**src/rtl/param_sync_fifo_pkg.sv**
```systemverilog
// Shared types, defaults and helpers for the parametrised sync FIFO.
// Optional first-word fall-through build: define FIFO_FWFT_EN.
package fifo_pkg;

  localparam int DEF_WIDTH  = 8;
  localparam int DEF_DEPTH  = 16;
  localparam int DEF_AFULL  = 12;
  localparam int DEF_AEMPTY = 4;

  function automatic int clog2_f(input int n);
    int r;
    int v;
    r = 0;
    v = n - 1;
    while (v > 0) begin
      r = r + 1;
      v = v >> 1;
    end
    return r;
  endfunction

  // Pointers carry a wrap bit; the masked difference is the occupancy.
  function automatic logic [31:0] fifo_level(
    input logic [31:0] wp,
    input logic [31:0] rp,
    input int          pw
  );
    logic [31:0] m;
    m = (32'd1 << pw) - 32'd1;
    return (wp - rp) & m;
  endfunction

endpackage

```
**src/rtl/param_sync_fifo_if.sv**
```systemverilog
// Request/response bundle between a FIFO user and the FIFO.
// Shared by default and FIFO_FWFT_EN builds.
interface param_sync_fifo_if
  import fifo_pkg::*;
#(
  parameter int WIDTH = DEF_WIDTH,
  parameter int DEPTH = DEF_DEPTH
);

  localparam int AW = clog2_f(DEPTH);

  logic             clr;
  logic             wr_en;
  logic [WIDTH-1:0] wr_data;
  logic             rd_en;
  logic [WIDTH-1:0] rd_data;
  logic             rd_valid;
  logic             full;
  logic             empty;
  logic             almost_full;
  logic             almost_empty;
  logic [AW:0]      level;
  logic             overflow;
  logic             underflow;

  modport master (
    output clr, wr_en, wr_data, rd_en,
    input  rd_data, rd_valid, full, empty,
    input  almost_full, almost_empty, level,
    input  overflow, underflow
  );

  modport slave (
    input  clr, wr_en, wr_data, rd_en,
    output rd_data, rd_valid, full, empty,
    output almost_full, almost_empty, level,
    output overflow, underflow
  );

endinterface

```
**src/rtl/param_sync_fifo_ram.sv**
```systemverilog
// Simple dual-port storage; read port is async under FIFO_FWFT_EN,
// registered (with reset) otherwise.
module fifo_ram
  import fifo_pkg::*;
#(
  parameter int WIDTH = DEF_WIDTH,
  parameter int DEPTH = DEF_DEPTH,
  parameter int AW    = clog2_f(DEPTH)
) (
  input  logic             clk,
  input  logic             rst_n,
  input  logic             we,
  input  logic [AW-1:0]    waddr,
  input  logic [WIDTH-1:0] wdata,
  input  logic             re,
  input  logic [AW-1:0]    raddr,
  output logic [WIDTH-1:0] rdata
);

  logic [WIDTH-1:0] mem [DEPTH];

  always_ff @(posedge clk) begin
    if (we) mem[waddr] <= wdata;
  end

`ifdef FIFO_FWFT_EN
  assign rdata = mem[raddr];
`else
  logic [WIDTH-1:0] rdata_q;

  // Reads old contents when a full-FIFO write hits the same slot.
  always_ff @(posedge clk or negedge rst_n) begin
    if (!rst_n) rdata_q <= '0;
    else if (re) rdata_q <= mem[raddr];
  end

  assign rdata = rdata_q;
`endif

endmodule

```
**src/rtl/param_sync_fifo.sv**
```systemverilog
// Single-clock FIFO: pointers, accept logic, registered level/flags.
// Define FIFO_FWFT_EN for first-word fall-through reads.
module param_sync_fifo
  import fifo_pkg::*;
#(
  parameter int WIDTH         = DEF_WIDTH,
  parameter int DEPTH         = DEF_DEPTH,
  parameter int AFULL_THRESH  = DEF_AFULL,
  parameter int AEMPTY_THRESH = DEF_AEMPTY
) (
  input logic              clk,
  input logic              reset_n,
  param_sync_fifo_if.slave bus
);

  localparam int AW = clog2_f(DEPTH);
  localparam int PW = AW + 1;

  localparam logic [AW:0] LVL_FULL = PW'(DEPTH);
  localparam logic [AW:0] LVL_AF   = PW'(AFULL_THRESH);
  localparam logic [AW:0] LVL_AE   = PW'(AEMPTY_THRESH);

  logic [AW:0] wr_ptr_q, wr_ptr_d;
  logic [AW:0] rd_ptr_q, rd_ptr_d;
  logic [AW:0] level_q, level_d;
  logic        full_q, full_d;
  logic        empty_q, empty_d;
  logic        afull_q, afull_d;
  logic        aempty_q, aempty_d;
  logic        ovf_q, ovf_d;
  logic        unf_q, unf_d;

  logic        rd_acc, wr_acc;
  logic        rd_go, wr_go;
  logic [WIDTH-1:0] ram_rdata;

  always_comb begin
    rd_acc = bus.rd_en & ~empty_q;
    wr_acc = bus.wr_en & (~full_q | rd_acc);
    rd_go  = rd_acc & ~bus.clr;
    wr_go  = wr_acc & ~bus.clr;

    wr_ptr_d = wr_ptr_q + {{AW{1'b0}}, wr_go};
    rd_ptr_d = rd_ptr_q + {{AW{1'b0}}, rd_go};
    ovf_d    = ovf_q | (bus.wr_en & ~wr_acc);
    unf_d    = unf_q | (bus.rd_en & ~rd_acc);

    // Flush wins over any same-cycle request and its error.
    if (bus.clr) begin
      wr_ptr_d = '0;
      rd_ptr_d = '0;
      ovf_d    = 1'b0;
      unf_d    = 1'b0;
    end

    level_d  = PW'(fifo_level(32'(wr_ptr_d), 32'(rd_ptr_d), PW));
    full_d   = (level_d == LVL_FULL);
    empty_d  = (level_d == '0);
    afull_d  = (level_d >= LVL_AF);
    aempty_d = (level_d <= LVL_AE);
  end

  always_ff @(posedge clk or negedge reset_n) begin
    if (!reset_n) begin
      wr_ptr_q <= '0;
      rd_ptr_q <= '0;
      level_q  <= '0;
      full_q   <= 1'b0;
      empty_q  <= 1'b1;
      afull_q  <= 1'b0;
      aempty_q <= 1'b1;
      ovf_q    <= 1'b0;
      unf_q    <= 1'b0;
    end else begin
      wr_ptr_q <= wr_ptr_d;
      rd_ptr_q <= rd_ptr_d;
      level_q  <= level_d;
      full_q   <= full_d;
      empty_q  <= empty_d;
      afull_q  <= afull_d;
      aempty_q <= aempty_d;
      ovf_q    <= ovf_d;
      unf_q    <= unf_d;
    end
  end

  fifo_ram #(
    .WIDTH(WIDTH),
    .DEPTH(DEPTH),
    .AW   (AW)
  ) u_ram (
    .clk  (clk),
    .rst_n(reset_n),
    .we   (wr_go),
    .waddr(wr_ptr_q[AW-1:0]),
    .wdata(bus.wr_data),
    .re   (rd_go),
    .raddr(rd_ptr_q[AW-1:0]),
    .rdata(ram_rdata)
  );

`ifdef FIFO_FWFT_EN
  assign bus.rd_data  = empty_q ? '0 : ram_rdata;
  assign bus.rd_valid = ~empty_q;
`else
  logic rd_valid_q;

  always_ff @(posedge clk or negedge reset_n) begin
    if (!reset_n) rd_valid_q <= 1'b0;
    else rd_valid_q <= rd_go;
  end

  assign bus.rd_data  = ram_rdata;
  assign bus.rd_valid = rd_valid_q;
`endif

  assign bus.full         = full_q;
  assign bus.empty        = empty_q;
  assign bus.almost_full  = afull_q;
  assign bus.almost_empty = aempty_q;
  assign bus.level        = level_q;
  assign bus.overflow     = ovf_q;
  assign bus.underflow    = unf_q;

endmodule

```
**src/flat_wrapper.sv**
```systemverilog
// flat-port wrapper written by rule: the top's interface ports become plain ports
module param_sync_fifo_flat import fifo_pkg::*;
#(
  parameter int WIDTH         = DEF_WIDTH,
  parameter int DEPTH         = DEF_DEPTH,
  parameter int AFULL_THRESH  = DEF_AFULL,
  parameter int AEMPTY_THRESH = DEF_AEMPTY
)
  (clk, reset_n, bus_clr, bus_wr_en, bus_wr_data, bus_rd_en, bus_rd_data, bus_rd_valid, bus_full, bus_empty, bus_almost_full, bus_almost_empty, bus_level, bus_overflow, bus_underflow);
  param_sync_fifo_if #(.WIDTH(WIDTH), .DEPTH(DEPTH)) bus_i ();
  input logic clk;
  input logic reset_n;
  input wire logic [$bits(bus_i.clr)-1:0] bus_clr;
  input wire logic [$bits(bus_i.wr_en)-1:0] bus_wr_en;
  input wire logic [$bits(bus_i.wr_data)-1:0] bus_wr_data;
  input wire logic [$bits(bus_i.rd_en)-1:0] bus_rd_en;
  output wire logic [$bits(bus_i.rd_data)-1:0] bus_rd_data;
  output wire logic [$bits(bus_i.rd_valid)-1:0] bus_rd_valid;
  output wire logic [$bits(bus_i.full)-1:0] bus_full;
  output wire logic [$bits(bus_i.empty)-1:0] bus_empty;
  output wire logic [$bits(bus_i.almost_full)-1:0] bus_almost_full;
  output wire logic [$bits(bus_i.almost_empty)-1:0] bus_almost_empty;
  output wire logic [$bits(bus_i.level)-1:0] bus_level;
  output wire logic [$bits(bus_i.overflow)-1:0] bus_overflow;
  output wire logic [$bits(bus_i.underflow)-1:0] bus_underflow;
  assign bus_i.clr = bus_clr;
  assign bus_i.wr_en = bus_wr_en;
  assign bus_i.wr_data = bus_wr_data;
  assign bus_i.rd_en = bus_rd_en;
  assign bus_rd_data = bus_i.rd_data;
  assign bus_rd_valid = bus_i.rd_valid;
  assign bus_full = bus_i.full;
  assign bus_empty = bus_i.empty;
  assign bus_almost_full = bus_i.almost_full;
  assign bus_almost_empty = bus_i.almost_empty;
  assign bus_level = bus_i.level;
  assign bus_overflow = bus_i.overflow;
  assign bus_underflow = bus_i.underflow;
  param_sync_fifo #(.WIDTH(WIDTH), .DEPTH(DEPTH), .AFULL_THRESH(AFULL_THRESH), .AEMPTY_THRESH(AEMPTY_THRESH)) u_core (.clk(clk), .reset_n(reset_n), .bus(bus_i));
endmodule
```
**config.mk**
```make
export PLATFORM = sky130hd
export DESIGN_NAME = param_sync_fifo_flat
export DESIGN_NICKNAME = d
export VERILOG_FILES = /design/src/rtl/param_sync_fifo_pkg.sv /design/src/rtl/param_sync_fifo_if.sv /design/src/rtl/param_sync_fifo_ram.sv /design/src/rtl/param_sync_fifo.sv /design/src/flat_wrapper.sv
export SDC_FILE = /design/constraint.sdc
export NUM_CORES = 1
export LEC_CHECK = 0
export BUFFER_PORTS_ARGS = -buffer_cell sky130_fd_sc_hd__buf_2
export CAP_MARGIN = 5
export CORE_ASPECT_RATIO = 1.5
export CORE_MARGIN = 1.5
export CORE_UTILIZATION = 60
export CTS_BUF_LIST = sky130_fd_sc_hd__clkbuf_16
export DETAILED_ROUTE_END_ITERATION = 8
export PLACE_DENSITY = 0.77
export SLEW_MARGIN = 20
export SYNTH_ARGS = -nofsm -noshare
export SYNTH_HDL_FRONTEND = slang
export SYNTH_SLANG_ARGS = --single-unit
```
**constraint.sdc**
```tcl
create_clock -name clk -period 4.5 [get_ports clk]
set_input_delay 0.675 -clock clk [delete_from_list [all_inputs] [get_ports clk]]
set_output_delay 0.675 -clock clk [all_outputs]
set_load 0.005 [all_outputs]
```
# == After elaboration in Yosys (flattened, before gate mapping) ==
# Memories as Yosys holds them, arrays and structs flattened. A register that Yosys moved wholly into a read port is not among the register bits.
# Cells that the tools add are included.
# Widths: inputs -> output; s select.
# word_totals
input_bits,13
output_inout_bits,20
memories,1
ff_bits,22
ram_bits,128
# mem_list
name,words,width,rd,rd_ports_with_merged_regs,write_ports,line,text
u_core.u_ram.mem,16,8,1,1,1,param_sync_fifo_ram.sv:20,logic [WIDTH-1:0] mem [DEPTH];
# classes
n_addsub,3
reduce_logical,2
bitwise,14
eq_ne,1
muxes,6
magnitude_cmp,2
# ops
operator,count
$add 5x1->5,2
$mux 5,2
$and 1x1->1,6
$eq 5x5->1 const B,1
$ge 5x4->1 const B,1
$le 5x3->1 const B,1
$logic_not 5->1,1
$not 1->1,5
$sub 5x5->5,1
$mux 1,4
$or 1x1->1,3
$logic_not 1->1,1

# == Longest topological paths before layout ==
# depth
depth_word,9
ltp_mapped,13

# == Hierarchy ==
# A second synthesis with hierarchy kept.
# unflattened
hier_cells,321
area_unflattened_um2,6323.6
# by_module_without_submodules
module,cells_each,area_each_um2,seq_area_each_um2,n_inst
fifo_ram,240,5331.4,4043.9,1
param_sync_fifo,81,992.2,553.0,1

# == Worst setup path before layout ==
# No wires, ideal clock.
# synth_path
path_kind,input to register
start,input bus_rd_en
end,"register u_core.full_q, in the netlist u_core.bus.full"
t_required_ns,4.427
setup_slack_ns,1.516
stages,13
t_arrival_ns,2.911
setup_ns,0.073
path_cell_list,nand2b_1 or2_2 inv_1 ha_1 ha_1 xor2_1 nand2b_1 ha_1 a21oi_1 o21ai_0 xor2_1 or3_1 nor2b_1
# synth_via
word_cells_on_any_way,11
cone_classes,add/sub (3); eq/ne (1); mux (2); bitwise (5)
# synth_lines
item,line,text
"start, declared",flat_wrapper.sv:16,input wire logic [$bits(bus_i.rd_en)-1:0] bus_rd_en;
$and 1x1->1,param_sync_fifo.sv:38,rd_acc = bus.rd_en & ~empty_q;
$and 1x1->1,param_sync_fifo.sv:40,rd_go = rd_acc & ~bus.clr;
via u_core.rd_go,param_sync_fifo.sv:34,"logic rd_go, wr_go;"
$add 5x1->5,param_sync_fifo.sv:44,"rd_ptr_d = rd_ptr_q + {{AW{1'b0}}, rd_go};"
$mux 5,param_sync_fifo.sv:49,if (bus.clr) begin
$sub 5x5->5,param_sync_fifo_pkg.sv:30,return (wp - rp) & m;
via u_core.level_d[3],param_sync_fifo.sv:25,"logic [AW:0] level_q, level_d;"
$eq 5x5->1,param_sync_fifo.sv:57,full_d = (level_d == LVL_FULL);
via u_core.full_d,param_sync_fifo.sv:26,"logic full_q, full_d;"
"end signal, assigned",param_sync_fifo.sv:78,full_q <= full_d;
"end, declared",param_sync_fifo.sv:26,
# The timed path passes the listed nets, and every way through them passes these cells.

# == Final worst setup path ==
# layout_path
start,"register u_core.empty_q, in the netlist u_core.bus.empty"
end,"register u_core.empty_q, in the netlist u_core.bus.empty"
# layout_via
word_cells_on_any_way,12
cone_classes,add/sub (3); mux (2); bitwise (6); reduce/logical (1)
# layout_lines
item,line,text
"start, declared",param_sync_fifo.sv:27,"logic empty_q, empty_d;"
"start signal, assigned",param_sync_fifo.sv:79,empty_q <= empty_d;
$not 1->1,param_sync_fifo.sv:38,
$and 1x1->1,param_sync_fifo.sv:38,
$and 1x1->1,param_sync_fifo.sv:40,
via u_core.rd_go,param_sync_fifo.sv:34,
$add 5x1->5,param_sync_fifo.sv:44,
$mux 5,param_sync_fifo.sv:49,
$sub 5x5->5,param_sync_fifo_pkg.sv:30,
via u_core.level_d[3],param_sync_fifo.sv:25,
$logic_not 5->1,param_sync_fifo.sv:58,empty_d = (level_d == '0);
via u_core.empty_d,param_sync_fifo.sv:27,
# The timed path passes the listed nets, and every way through them passes these cells.

==> flow_summary.json <==
{
  "switchingPower_mw": 0.758,
  "power_switching_share_pct": 22.5,
  "io_buffer_count": 32,
  "max-vdd-ir-drop_uv": 314,
  "leakagePower_nw": 2.63,
  "detailedPlacementHpwl_um": 8380,
  "worst_pin_slew_ns": 0.992,
  "power.sequential.fraction_pct": 50.8,
  "avgSynthCellArea_um2": 16.9,
  "grt_pass1_wl_um": 19900,
  "yosysWarnings": 0,
  "yosys_register_bits": 158,
  "grt_max_degree": 61,
  "final_layout_size_suffix_gt1_share_pct": 19.1,
  "num_vias": 3485,
  "initial_utilization_pct": 61.0,
  "detail_route.iter0.violations": 370,
  "floorplan.die_area_um2": 11300,
  "postCtsSetupRepairBufs": 0,
  "setup_viol_count_final": 0,
  "worst_hold_path_type": "input port to async pin",
  "syn_to_final_growth_pct": 12.9,
  "setup.worst_path.class": "flop to flop",
  "post_synth_inst_count": 378,
  "clk_pin_slew_ns": 0.06,
  "max_freq_mhz": 306,
  "worstPathMaxFanout": 12,
  "timing.final.hold_violations": 0,
  "clock-skew-final_ns": 0.00486,
  "tritoncts": "yes",
  "critical_path_arrival_ns": 3.61,
  "required_time_of_the_critical_path_ns": 4.84,
  "comb_power_share_pct": 10.8,
  "final_critical_path_time_including_i_o_delays_and_setup_ns": 3.27,
  "main_flop_type_after_synthesis": "sky130_fd_sc_hd__edfxtp_1",
  "drt-vias-per-instance": 6.08,
  "outcome": "finished, final reports clean",
  "drt-total-wl_um": 12900,
  "count_of_cell_types_in_the_netlist": 42,
  "rsz0062_at_grt": "no",
  "clock-sinks": 158,
  "track_usage_pct": 25.0,
  "antenna-diode-count": 0,
  "combined_area_of_all_synthesized_cells_um2": 6390,
  "die_y_um": 129,
  "power_frac_clock_pct": 38.4,
  "finish.net_count": 438,
  "insertion_delay_ns": 0.41,
  "total_cts_buffers": 17,
  "slew_viol_final": 0,
  "synth_edf_count": 128,
  "floorplan.die.width_um": 87.3,
  "cts_resized": 0,
  "fin_total_pwr_mw": 3.37,
  "internal-power_mw": 2.61,
  "gp_congestion": 0.861,
  "avgRoutedWirePerCell_um": 22.5,
  "final_min_period_over_clock_period_pct": 72.7,
  "dpl-instance-area_um2": 6660,
  "finalInstanceArea_um2": 7210,
  "drt-pass1-iter-count": 5,
  "grt_pass1_vias": 3608,
  "core.rowCount": 46,
  "drc_errors": 0,
  "maxCapViolations": 0,
  "htreeDepth": 4,
  "syn-num-nets": 400,
  "grt_antenna_before_repair": 0,
  "io_pins": 33,
  "coreArea_um2": 10500,
  "globalRouteOverflowTotal": 0,
  "worst_slew_margin_rel_pct": 33.6,
  "startpoint_type": "flop",
  "synth-seq-area-share_pct": 71.9,
  "cts.root.buffer_cell": "sky130_fd_sc_hd__clkbuf_16",
  "detail-route-antenna-nets": 0,
  "cts_buffer_depth": 2,
  "setup.worst_path.end_class": "flop",
  "postSynth.asyncResetShare_pct": 19.0,
  "power_density_nw_per_um2": 467,
  "post_cts_hold_buffer_count": 0,
  "setup-tns-final_ns": 0
}
==> synthesized netlist by cell type, types with 6 or more instances <==
master                     number  share of area [%]
sky130_fd_sc_hd__nand3_1       16                1.3
sky130_fd_sc_hd__a22oi_1        6               0.70
sky130_fd_sc_hd__a21oi_1        6               0.47
sky130_fd_sc_hd__nand2b_1      15                1.5
sky130_fd_sc_hd__a211oi_1      11                1.3
sky130_fd_sc_hd__ha_1           8                1.6
sky130_fd_sc_hd__nor3_1         6               0.47
sky130_fd_sc_hd__xor2_1         6               0.82
sky130_fd_sc_hd__dfrtp_1       28                 11
sky130_fd_sc_hd__mux4_1         9                3.7
sky130_fd_sc_hd__clkbuf_1       8               0.47
sky130_fd_sc_hd__a31oi_1        7               0.69
sky130_fd_sc_hd__nor2b_1       13                1.3
sky130_fd_sc_hd__mux4_2         7                2.5
sky130_fd_sc_hd__inv_1          9               0.53
sky130_fd_sc_hd__nand2_1       11               0.65
sky130_fd_sc_hd__mux2i_1       20                3.1
sky130_fd_sc_hd__edfxtp_1     128                 60
sky130_fd_sc_hd__nor2_1        20                1.2
==> logic make-up (layout without fill, tap and decap cells) <==
kind of cell    after synthesis  count (layout)  synth area share [%]
flops                       158             158                  71.9
simple gates                 91              91                  7.38
compound gates               45              45                  5.07
mux                          39              39                  9.89
buf+inv                      27              78                  2.35
fa+ha+maj                     9               9                  1.88
xor+xnor                      9               9                  1.49
==> metrics by stage <==
step	setup WS (ns)	utilization, %	hold slack [ns]	cells
final	1.23	68.9	0.310	573
after global routing	0.972	68.9	0.373	573
after CTS	1.26	68.9	0.313	573
after detailed placement	1.00	63.6	0.486	541
after global placement	1.12	63.6	0.492	541
after floorplan	1.52	-	0.379	378
==> critical path: stages (launching register included) <==
cell	delay (ns)
sky130_fd_sc_hd__dfstp_2	0.53
sky130_fd_sc_hd__nand2b_1	0.17
sky130_fd_sc_hd__or2_2	0.31
sky130_fd_sc_hd__inv_1	0.17
sky130_fd_sc_hd__ha_1	0.25
sky130_fd_sc_hd__ha_1	0.21
sky130_fd_sc_hd__xor2_1	0.15
sky130_fd_sc_hd__nand2b_1	0.10
sky130_fd_sc_hd__ha_1	0.36
sky130_fd_sc_hd__a21oi_1	0.13
sky130_fd_sc_hd__o21ai_0	0.11
sky130_fd_sc_hd__xor2_1	0.19
sky130_fd_sc_hd__or3_1	0.41
sky130_fd_sc_hd__nor2_1	0.11
==> worst paths after layout <==
path / slack [ns] / from / to / cells past startpoint
setup / recovery: 1.23 / u_core.bus.empty / u_core.bus.empty / 13
hold / removal: 0.31 / reset_n / u_core.bus.level[4] / 1
setup reg to reg: 1.23 / u_core.bus.empty / u_core.bus.empty / 13
hold reg to reg: 0.50 / u_core.bus.underflow / u_core.bus.underflow / 2
max in group asynchronous: 3.70 / reset_n / u_core.rd_ptr_q[0] / 1
min in group clk: 0.50 / u_core.bus.underflow / u_core.bus.underflow / 2
==> sequential cells by signal (all words and copies together), names as in the netlist, 5 cells and up <==
signal              cells
u_core.bus.level        5
u_core.rd_ptr_q         5
u_core.u_ram.mem      128
u_core.u_ram.rdata      8
u_core.wr_ptr_q         5
==> power groups by stage <==
stage               clock network (mW)  registers [mW]  logic (mW)
CTS                               1.31            1.71       0.366
finish                            1.29            1.71       0.364
floorplan                            0            1.73       0.227
detailed placement                   0            1.74       0.362
global placement                     0            1.74       0.352
global route                      1.37            1.72       0.401
==> cells in the final DEF, fill, tap and decap left out, types with 2 or more instances in the layout <==
master	netlist	routed
sky130_fd_sc_hd__a211oi_1	11	11
sky130_fd_sc_hd__edfxtp_1	128	128
sky130_fd_sc_hd__or2_2	2	2
sky130_fd_sc_hd__inv_1	9	13
sky130_fd_sc_hd__a22oi_1	6	6
sky130_fd_sc_hd__buf_4	3	5
sky130_fd_sc_hd__mux2_2	2	2
sky130_fd_sc_hd__a21oi_1	6	6
sky130_fd_sc_hd__nand3_1	16	16
sky130_fd_sc_hd__mux2i_1	20	20
sky130_fd_sc_hd__dfstp_2	2	2
sky130_fd_sc_hd__nor2b_1	13	13
sky130_fd_sc_hd__a32oi_1	4	4
sky130_fd_sc_hd__o211ai_1	5	5
sky130_fd_sc_hd__nor3_1	6	4
sky130_fd_sc_hd__nand2b_1	15	15
sky130_fd_sc_hd__a21o_1	2	2
sky130_fd_sc_hd__a2111oi_0	2	2
sky130_fd_sc_hd__clkinv_2	0	5
sky130_fd_sc_hd__nand2_1	11	11
sky130_fd_sc_hd__nand3b_1	2	2
sky130_fd_sc_hd__clkbuf_16	0	20
sky130_fd_sc_hd__a31oi_1	7	7
sky130_fd_sc_hd__and2b_1	2	2
sky130_fd_sc_hd__mux4_1	9	9
sky130_fd_sc_hd__buf_2	3	32
sky130_fd_sc_hd__ha_1	8	8
sky130_fd_sc_hd__nor2_1	20	20
sky130_fd_sc_hd__nor3_2	0	2
sky130_fd_sc_hd__xnor2_1	2	2
sky130_fd_sc_hd__xor2_1	6	6
sky130_fd_sc_hd__clkinv_1	0	3
sky130_fd_sc_hd__dfrtp_1	28	27
sky130_fd_sc_hd__mux4_2	7	7
==> layer usage <==
layer,share of wire (%),wire [um],global-route usage (%),vias up
li1,-,-,-,1545
met5,0,0,0,-
met1,38,4860,29.9,1770
met2,54,6990,43.2,138
met3,4.9,628,5.35,32
met4,3.3,429,11.5,0
==> final cells by class <==
| class | instances | area, um2 |
|---|---|---|
| flip-flops and latches | 158 | 4600 |
| inverters | 9 | 33.8 |
| repair buffers | 37 | 198 |
| multi-input cells | 193 | 1650 |
| well taps | 144 | 180 |
| clock buffers | 20 | 500 |
| clock inverters | 12 | 51.3 |
| fillers | 703 | 3260 |
No activity file was read; power rests on OpenSTA's default activity.
